===== src/rtl/special_multiply_seq.sv =====
// Sequential special-multiply: piecewise +1 / x2 / x2-1 on a latched operand, serial
// double-dabble BCD conversion, multiplexed common-anode 7-segment scan. Optional macro: LEAD_ZERO_BLANK_EN.
module special_multiply_seq #(
    parameter int IN_W        = 4,
    parameter int THRESH_LO   = 3,
    parameter int THRESH_HI   = 6,
    parameter int MAX_IN      = 8,
    parameter int DIGITS      = 2,
    parameter int REFRESH_DIV = 16
) (
    input  logic              clk,
    input  logic              rst_n,
    input  logic [IN_W-1:0]   in,
    input  logic              start,
    output logic              busy,
    output logic              done,
    output logic              err,
    output logic [IN_W:0]     result,
    output logic [6:0]        seg,
    output logic [DIGITS-1:0] an_n
);

    localparam int RES_W  = IN_W + 1;
    localparam int BCD_W  = 4 * DIGITS;
    localparam int CNT_W  = $clog2(RES_W + 1);
    localparam int SCAN_W = (REFRESH_DIV > 1) ? $clog2(REFRESH_DIV) : 1;
    localparam int DIG_W  = (DIGITS > 1) ? $clog2(DIGITS) : 1;

    localparam logic [RES_W-1:0]  LO_R      = RES_W'(THRESH_LO);
    localparam logic [RES_W-1:0]  HI_R      = RES_W'(THRESH_HI);
    localparam logic [RES_W-1:0]  MAX_R     = RES_W'(MAX_IN);
    localparam logic [CNT_W-1:0]  CNT_LAST  = CNT_W'(RES_W - 1);
    localparam logic [SCAN_W-1:0] SCAN_LAST = SCAN_W'(REFRESH_DIV - 1);
    localparam logic [DIG_W-1:0]  DIG_LAST  = DIG_W'(DIGITS - 1);

    typedef enum logic [1:0] {
        IDLE = 2'd0,
        CALC = 2'd1,
        CONV = 2'd2,
        DONE = 2'd3
    } state_t;

    state_t             state_reg;
    logic [IN_W-1:0]    x_reg;
    logic [RES_W-1:0]   bin_reg;
    logic [RES_W-1:0]   res_pend_reg;
    logic               err_pend_reg;
    logic [BCD_W-1:0]   bcd_reg;
    logic [CNT_W-1:0]   cnt_reg;
    logic [BCD_W-1:0]   disp_bcd_reg;
    logic [SCAN_W-1:0]  scan_cnt_reg;
    logic [DIG_W-1:0]   digit_idx_reg;

    logic [RES_W-1:0]   xe;
    logic [RES_W-1:0]   calc_res;
    logic               calc_err;
    logic [BCD_W-1:0]   bcd_adj;

    // Piecewise rule; out-of-range operands yield 0 with the error flag.
    always_comb begin
        xe       = {1'b0, x_reg};
        calc_res = '0;
        calc_err = 1'b0;
        if (xe > MAX_R) begin
            calc_err = 1'b1;
        end else if (xe < LO_R) begin
            calc_res = xe + RES_W'(1);
        end else if (xe < HI_R) begin
            calc_res = xe << 1;
        end else begin
            calc_res = (xe << 1) - RES_W'(1);
        end
    end

    // Add-3 correction applied to every nibble before each shift.
    always_comb begin
        bcd_adj = bcd_reg;
        for (int i = 0; i < DIGITS; i++) begin
            if (bcd_reg[4*i +: 4] >= 4'd5) begin
                bcd_adj[4*i +: 4] = bcd_reg[4*i +: 4] + 4'd3;
            end
        end
    end

    always_ff @(posedge clk or negedge rst_n) begin
        if (!rst_n) begin
            state_reg    <= IDLE;
            x_reg        <= '0;
            bin_reg      <= '0;
            res_pend_reg <= '0;
            err_pend_reg <= 1'b0;
            bcd_reg      <= '0;
            cnt_reg      <= '0;
            disp_bcd_reg <= '0;
            busy         <= 1'b0;
            done         <= 1'b0;
            err          <= 1'b0;
            result       <= '0;
        end else begin
            done <= 1'b0;
            case (state_reg)
                IDLE: begin
                    if (start) begin
                        x_reg     <= in;
                        busy      <= 1'b1;
                        state_reg <= CALC;
                    end
                end
                CALC: begin
                    bin_reg      <= calc_res;
                    res_pend_reg <= calc_res;
                    err_pend_reg <= calc_err;
                    bcd_reg      <= '0;
                    cnt_reg      <= '0;
                    state_reg    <= CONV;
                end
                CONV: begin
                    bcd_reg <= (bcd_adj << 1) | BCD_W'(bin_reg[RES_W-1]);
                    bin_reg <= bin_reg << 1;
                    cnt_reg <= cnt_reg + CNT_W'(1);
                    if (cnt_reg == CNT_LAST) begin
                        busy      <= 1'b0;
                        state_reg <= DONE;
                    end
                end
                DONE: begin
                    done         <= 1'b1;
                    result       <= res_pend_reg;
                    err          <= err_pend_reg;
                    disp_bcd_reg <= bcd_reg;
                    state_reg    <= IDLE;
                end
                default: begin
                    busy      <= 1'b0;
                    state_reg <= IDLE;
                end
            endcase
        end
    end

    always_ff @(posedge clk or negedge rst_n) begin
        if (!rst_n) begin
            scan_cnt_reg  <= '0;
            digit_idx_reg <= '0;
        end else if (scan_cnt_reg == SCAN_LAST) begin
            scan_cnt_reg  <= '0;
            digit_idx_reg <= (digit_idx_reg == DIG_LAST) ? '0 : digit_idx_reg + DIG_W'(1);
        end else begin
            scan_cnt_reg <= scan_cnt_reg + SCAN_W'(1);
        end
    end

    function automatic logic [6:0] decode_digit(input logic [3:0] nib);
        case (nib)
            4'd0:    decode_digit = 7'b1000000;
            4'd1:    decode_digit = 7'b1111001;
            4'd2:    decode_digit = 7'b0100100;
            4'd3:    decode_digit = 7'b0110000;
            4'd4:    decode_digit = 7'b0011001;
            4'd5:    decode_digit = 7'b0010010;
            4'd6:    decode_digit = 7'b0000010;
            4'd7:    decode_digit = 7'b1111000;
            4'd8:    decode_digit = 7'b0000000;
            4'd9:    decode_digit = 7'b0010000;
            default: decode_digit = 7'b1111111;
        endcase
    endfunction

    logic [3:0]        nibble [DIGITS];
    logic [DIGITS-1:0] blank;

    genvar gi;
    generate
        for (gi = 0; gi < DIGITS; gi++) begin : g_digit
            assign nibble[gi] = disp_bcd_reg[4*gi +: 4];
            assign an_n[gi]   = (digit_idx_reg != DIG_W'(gi));
        end
    endgenerate

`ifdef LEAD_ZERO_BLANK_EN
    // A digit blanks when it and every more-significant nibble are zero; units never blank.
    assign blank[0] = 1'b0;
    generate
        for (gi = 1; gi < DIGITS; gi++) begin : g_blank
            assign blank[gi] = (disp_bcd_reg[BCD_W-1:4*gi] == '0);
        end
    endgenerate
`else
    assign blank = '0;
`endif

    always_comb begin
        seg = decode_digit(nibble[digit_idx_reg]);
        if (blank[digit_idx_reg]) begin
            seg = 7'b1111111;
        end
    end

endmodule


===== config.mk =====
export PLATFORM = sky130hd
export DESIGN_NAME = special_multiply_seq
export DESIGN_NICKNAME = d
export VERILOG_FILES = /design/src/rtl/special_multiply_seq.sv
export SDC_FILE = /design/constraint.sdc
export NUM_CORES = 1
export LEC_CHECK = 0
export ABC_AREA = 1
export CORE_MARGIN = 2
export CORE_UTILIZATION = 45
export DETAILED_ROUTE_END_ITERATION = 10
export PLACE_DENSITY_LB_ADDON = 0.15
export SETUP_SLACK_MARGIN = 0.1
export SLEW_MARGIN = 5
export SYNTH_ARGS = -nofsm -noshare
export SYNTH_HDL_FRONTEND = slang
export SYNTH_SLANG_ARGS = --single-unit

===== constraint.sdc =====
create_clock -name clk -period 2.2 [get_ports clk]
set_clock_uncertainty 0.2 [all_clocks]
set_input_delay 0.33 -clock clk [delete_from_list [all_inputs] [get_ports clk]]
set_output_delay 0.33 -clock clk [all_outputs]
set_load 0.02 [all_outputs]

==> results of run 1 <==
critical path, stage by stage (launching register included):
cell,delay [ns]
dfrtp_2,0.46
nand2_2,0.09
o21ai_2,0.06
buf_6,0.12
buf_6,0.11
ha_4,0.15
nand2_1,0.05
nand3_1,0.07
o21ai_1,0.08
buf_4,0.15
repair_timing:
item | in CTS | in global routing
resized for setup | 48 | 14
endpoints found under the hold margin | 17 | 0
hold buffers | 1 | 0
endpoints found under the setup margin | 8 | 8
pin swaps | 5 | 4
cloned | 0 | 0
buffers inserted | 0 | 1
routing by layer:
metal	part of all wire, %	global-route usage (%)	vias to the layer above	routed length [um]
met5	0	0	-	0
met4	0.87	5.69	0	41
met3	3.4	4.09	4	159
met2	50	29.7	30	2350
met1	46	21.0	912	2140
li1	-	-	1031	-
cells in the mapped netlist:
library cell	number
nand4_1	3
buf_6	1
o21ai_1	10
a21o_1	1
inv_2	3
o21bai_1	1
nor3_1	1
nand3_2	1
buf_2	2
xor2_1	2
nand3_1	16
o21a_1	1
nand2_2	4
dfrtp_1	49
mux2_2	5
nor2_1	17
o22ai_1	6
nor3b_1	1
inv_4	1
clkinv_2	1
buf_4	2
nand2_1	79
a21oi_1	11
or2_1	1
inv_1	38
or2_2	1
nor2_4	1
ha_1	18
o21ai_0	17
o21ai_2	4
area by class of cell:
class                   instances  area [sq um]
clock inverters                 1          5.00
flip-flops and latches         49          1230
repair buffers                 37           338
inverters                      43           168
clock buffers                   7          96.3
fillers                       534          2360
well taps                      72          90.1
multi-input cells             201          1190
cell families after synthesis:
kind of cell	count (synthesis)	synth area share (%)
XOR/XNOR	2	0.689
adder cells (fa/ha/maj)	18	8.86
multiplexers	5	2.21
AND/OR/NAND/NOR	125	20.9
AO/OA/AOI/OAI	51	11.2
flip-flops	49	48.2
buffers and inverters	48	7.92
stage by stage:
stage | cells | setup slack [ns] | utilization [%]
2_1_floorplan | 298 | 0.222 | -
3_3_place_gp | 400 | -0.0905 | 53.4
3_5_place_dp | 400 | -0.145 | 53.4
4_1_cts | 409 | 0.00660 | 55.8
5_1_grt | 410 | -0.0867 | 56.9
6_report | 410 | 0.0187 | 56.9
power by group through the flow:
stage / clock network, mW / registers, mW / logic, mW
after floorplan: 0 / 1.35 / 0.887
after global placement: 0 / 1.29 / 1.37
after detailed placement: 0 / 1.30 / 1.40
after CTS: 0.598 / 1.29 / 1.41
after global routing: 0.637 / 1.33 / 1.58
final: 0.573 / 1.29 / 1.38
worst paths after layout:
kind	start	to	slack, ns
setup / recovery	digit_idx_reg$_DFFE_PN0N_	seg[4]	0.02
min in group clk	res_pend_reg[2]$_DFFE_PN0N_	res_pend_reg[2]$_DFFE_PN0N_	0.29
setup reg to reg	state_reg[0]$_DFFE_PN0P_	bin_reg[1]$_DFFE_PN0P_	0.47
max in group asynchronous	rst_n	x_reg[0]$_DFFE_PN0P_	1.00
hold / removal	rst_n	scan_cnt_reg[2]$_DFF_PN0_	0.29
hold reg to reg	res_pend_reg[2]$_DFFE_PN0N_	res_pend_reg[2]$_DFFE_PN0N_	0.29
==> results.md, run 1 <==
- Pwr Density: approximately 1000 nW/um^2
- Final Max Tran Viols: 0
- Vias in the first global route: 1822
- Total power: roughly 3.2 mW
- CORE AREA: roughly 5500 sq um
- Die ar.: 6270 sq um
- Share of cells above drive strength 1: 19.2%
- Maximum clock frequency: about 460 MHz
- Drt drc: 0
- Antenna-violating nets left: 0
- Flop pwr share: between 30% and 40%
- TritonCTS buffer count: 5
- Finished Cell Area: about 3100 sq um
- Final TNS setup: 0 ns
- CP Data Required Time: 1.67 ns
- Yosys Warn Count: 0
- Worst-margin pin slew: about 0.45 ns
- Vias: between 1500 and 2000
- Internal: just under 2 mW
- Tcrit/Tclk final: between 90 and 100%
- Vert. Die Dim: about 79 um
- CTS tree: done
- Syn Nets: ~320
- Gp weighted congestion: between 0.8 and 0.9
- Final Net Count: between 300 and 400
- Die W: roughly 79 um
- Combinational share of power: a little over two fifths
- Peak supply drop: roughly 0.69 mV
- Mapped Cells: slightly below 300
- Clock group share of total power: between 10% and 20%
- Hold slack: between 0.2 and 0.3 ns
- Leakage power: approximately 1.5 nW
- Sw Share: ~39%
- Max-cap violation count: 0
- Initial core utilization: 46.5%
- GRT Overall Usage: 17.1%
- Most frequent cells in the layout: nand2_1, dfrtp_1, inv_1
- Length in cells of the worst reg-to-reg path: 8
- Largest area contributor in the netlist: dfrtp_1
- Top-area cell type share of the netlist area: approximately half
- RSZ-0062 raised after global routing: yes
- #FFs+latches synth: 49
- Dpl hpwl: 3.50 mm
- Row cnt: 27
- Final hold vios: 0
- Placed cell area: 2920 sq um
- Switching power: approximately 1.3 mW
- Drt first-iter violations: ~140
- Critical Path Start Type: flip-flop
- Status: complete, no violations
- Ant diodes: 0
- Setup-failing EPs final: 0
- Commonest non-fill, non-tap cell in the layout: nand2_1
- Worst-path clk slew: roughly 0.090 ns
- Synth top area cells: dfrtp_1, nand2_1, ha_1
- Longest Clk Path Bufs: 2
- WP data arrival: ~1.7 ns
- Synth cell types: 30
- Clk_lat worst skew: 0.31 ns
- Synth-to-Final Area Change: 22.5%
- Crit path capture type: output port
- Largest net degree at the start of global routing: 23
- Sequential share of the synthesized area: approximately half
- Initial antenna violation count: 0
- GRT overflow: 0
- Worst Hold Class: input port to asynchronous set/reset pin
- CP Max Fanout: 5
- Syn Std Cell Area: roughly 2500 sq um
- Htree depth: 2
- Clk sinks: approximately 50
- Syn avg cell area: 8.53 sq um
- Tmin final: 2.18 ns
- Routed len/inst: approximately 11 um
- Slew HR: 69.8%
- TritonRoute pass-1 iters: 4
- DRT Wirelength: 4.69 mm
- First-pass GRT wire length: approximately 8.4 mm
- Boundary Pins: 24
- Buffers on Ports: 23
- Vias/cell: 4.82
- Root Buffer: clkbuf_8
- Crit Path Class: flip-flop to output port
Note: power is estimated with default switching activity, not from simulation.
==> run 2: changes to the inputs <==
- CTS_CLUSTER_DIAMETER: default -> 120
==> results of run 2 <==
Same layout as run 1: the final DEF is identical, and so are final timing and power.
==> run 3: changes to the inputs <==
- DONT_BUFFER_PORTS: default -> 1
==> results.md, run 3 (synthesized netlist as in run 1, its figures left out) <==
- Vias/cell: 4.85 (+0.58%)
- Slew HR: 77.5% (+7.7 points)
- Met1 Use GR: 19.9% (-1.1 points)
- Tcrit/Tclk final: 98.0% (-1.2 points)
- Slowest-stage cell, CP: dfrtp_2
- Max-cap violation count: 0 (unchanged)
- Buffers on Ports: 0 (-100%)
- Setup WS post-layout: 0.0445 ns (+0.0258 ns)
- Met2 usage: 29.9% (+0.25 points)
- Drt first-iter violations: 121 (-11%)
- CP dominant cell by count: nand2_1
- GRT busiest layer: met2
- Initial antenna violation count: 0 (unchanged)
- Initial core utilization: 46.5% (unchanged)
- Met3 Resource Use GR: 3.52% (-0.57 points)
- Longest Clk Path Bufs: 2 (unchanged)
- CORE AREA: 5470 sq um (unchanged)
- Vert. Die Dim: 79.2 um (unchanged)
- Clk_lat worst skew: 0.29 ns (-0.02 ns)
- Final Net Count: 340 (-6.1%)
- Row cnt: 27 (unchanged)
- Vias: 1877 (-5.1%)
- Root Buffer: clkbuf_8
- Worst path max stage delay: 0.48 ns (+0.02 ns)
- GRT Overall Usage: 16.5% (-0.70 points)
- Maximum clock frequency: 464 MHz (+1.2%)
- DRT Wirelength: 4.62 mm (-1.6%)
- Flop pwr share: 44.9% (+5.2 points)
- Final Max Tran Viols: 0 (unchanged)
- Total power: 3.06 mW (-5.6%)
- Gp weighted congestion: 0.832 (+0.53%)
- Clk sinks: 49 (unchanged)
- Sw Share: 40.9% (+1.6 points)
- Die ar.: 6270 sq um (unchanged)
- TritonCTS buffer count: 5 (unchanged)
- WP data arrival: 1.63 ns (-0.02 ns)
- Tmin final: 2.16 ns (-0.0258 ns)
- Antenna-violating nets left: 0 (unchanged)
- Internal: 1.81 mW (-8.0%)
- Most frequent cells in the layout: nand2_1, dfrtp_1, inv_1, nor2_1, o21ai_0
- RSZ-0062 raised after global routing: yes
- Finished Cell Area: 2930 sq um (-6.0%)
- Setup-failing EPs final: 0 (unchanged)
- Leakage power: 1.45 nW (-6.5%)
- Htree depth: 2 (unchanged)
- Final hold vios: 0 (unchanged)
- Status: complete, no violations
- Vias in the first global route: 1864 (+2.3%)
- Switching power: 1.25 mW (-1.8%)
- R2R setup slack: 0.49 ns (+0.02 ns)
- Pre-CTS setup slack: 0.260 ns (+0.406 ns)
- Combinational share of power: 37.9% (-4.8 points)
- Worst-path clk slew: 0.08 ns (about the same)
- Die W: 79.2 um (unchanged)
- GRT overflow: 0 (unchanged)
- Ant diodes: 0 (unchanged)
- Crit path capture type: output port
- Share of cells above drive strength 1: 18.1% (-1.1 points)
- Boundary Pins: 24 (unchanged)
- Largest net degree at the start of global routing: 50 (+120%)
- CP Data Required Time: 1.67 ns (about the same)
- Worst Hold Class: input port to flip-flop
- Clock group share of total power: 17.1% (-0.6 points)
- CP cell instances: o21ai_4 > inv_2 > ha_2 > inv_1 > nand2_1 > nand2_1 > o21ai_1 > buf_4
- Routed len/inst: 11.9 um (+4.3%)
- Commonest non-fill, non-tap cell in the layout: nand2_1
- Synth-to-Final Area Change: 15.2%
- Placed cell area: 2660 sq um (-9.2%)
- CP Max Fanout: 6 (+1)
- Drt drc: 0 (unchanged)
- Pwr Density: 1050 nW/um^2 (+0.44%)
- Crit Path Class: flip-flop to output port
- Critical Path Start Type: flip-flop
- Number of fill cells: 516 (-3.4%)
- Peak supply drop: 0.852 mV (+23%)
- CTS tree: done
- Worst-margin pin slew: 0.335 ns (-0.118 ns)
- TritonRoute pass-1 iters: 4 (unchanged)
- Dpl hpwl: 3.24 mm (-7.4%)
- First-pass GRT wire length: 8.17 mm (-2.2%)
## run 3: cell types whose count changed in the layout (fill, tap and decap cells not counted), moves of 3 or more
cell	previous run	this run
nand2_2	9	12
clkdlybuf4s50_1	13	0
buf_4	15	8
dlygate4sd3_1	1	4
nand2_1	74	70
## run 3: cell type report
cell class	instances	area [sq um]	share of cell area, %
sequential	49	1230	41.9
inverter	43	165	5.64
tap	72	90.1	3.08
clock buffer	7	86.3	2.95
timing repair buffer	15	154	5.26
multi-input combinational	201	1200	41.2
## run 3: power groups by stage
stage,Sequential (mW),Clock (mW),Combinational (mW)
global route,1.41,0.588,1.35
global placement,1.39,0,1.11
finish,1.38,0.524,1.16
CTS,1.38,0.550,1.18
floorplan,1.35,0,0.887
detailed placement,1.39,0,1.14
## run 3: path summary, 6_finish.rpt
check,from,depth (start not counted),to
min reg2reg,res_pend_reg[1]$_DFFE_PN0N_,2,res_pend_reg[1]$_DFFE_PN0N_
min,in[2],2,x_reg[2]$_DFFE_PN0P_
max in group asynchronous,rst_n,2,digit_idx_reg$_DFFE_PN0N_
min in group asynchronous,rst_n,2,bcd_reg[2]$_DFFE_PN0P_
max,digit_idx_reg$_DFFE_PN0N_,8,seg[5]
max reg2reg,state_reg[1]$_DFFE_PN0P_,8,bin_reg[1]$_DFFE_PN0P_
## run 3: stage by stage
step	cells	util, %	setup TNS, ns	hold WS, ns
6_report	387	53.5	0	0.0218
5_1_grt	387	53.5	-0.141	0.0216
4_1_cts	386	52.6	0	0.0131
3_5_place_dp	373	48.5	0	-0.164
3_3_place_gp	373	48.5	0	-0.164
2_1_floorplan	298	-	0	-0.166
## run 3: worst max-delay path, delay by kind of cell (launching register included)
kind,cells,cell delay (ns)
fa+ha+maj,1,0.17
compound gates,2,0.29
buf+inv,3,0.29
flops,1,0.48
simple gates,2,0.12
## run 3: per-layer routing
| layer | share of wire (%) | routed length, um |
|---|---|---|
| met1 | 47 | 2170 |
| met2 | 49 | 2280 |
| met3 | 3.3 | 152 |
| met4 | 0.52 | 24 |
| met5 | 0 | 0 |
## run 3: repair_timing
item / 4_1_cts / 5_1_grt
endpoints found under the hold margin: 52 / 0
setup endpoints to repair: 6 / 7
pin swaps: 5 / 5
hold buffers: 5 / 0
cloned: 0 / 0
gates resized for setup: 20 / 9
buffers inserted: 1 / 1
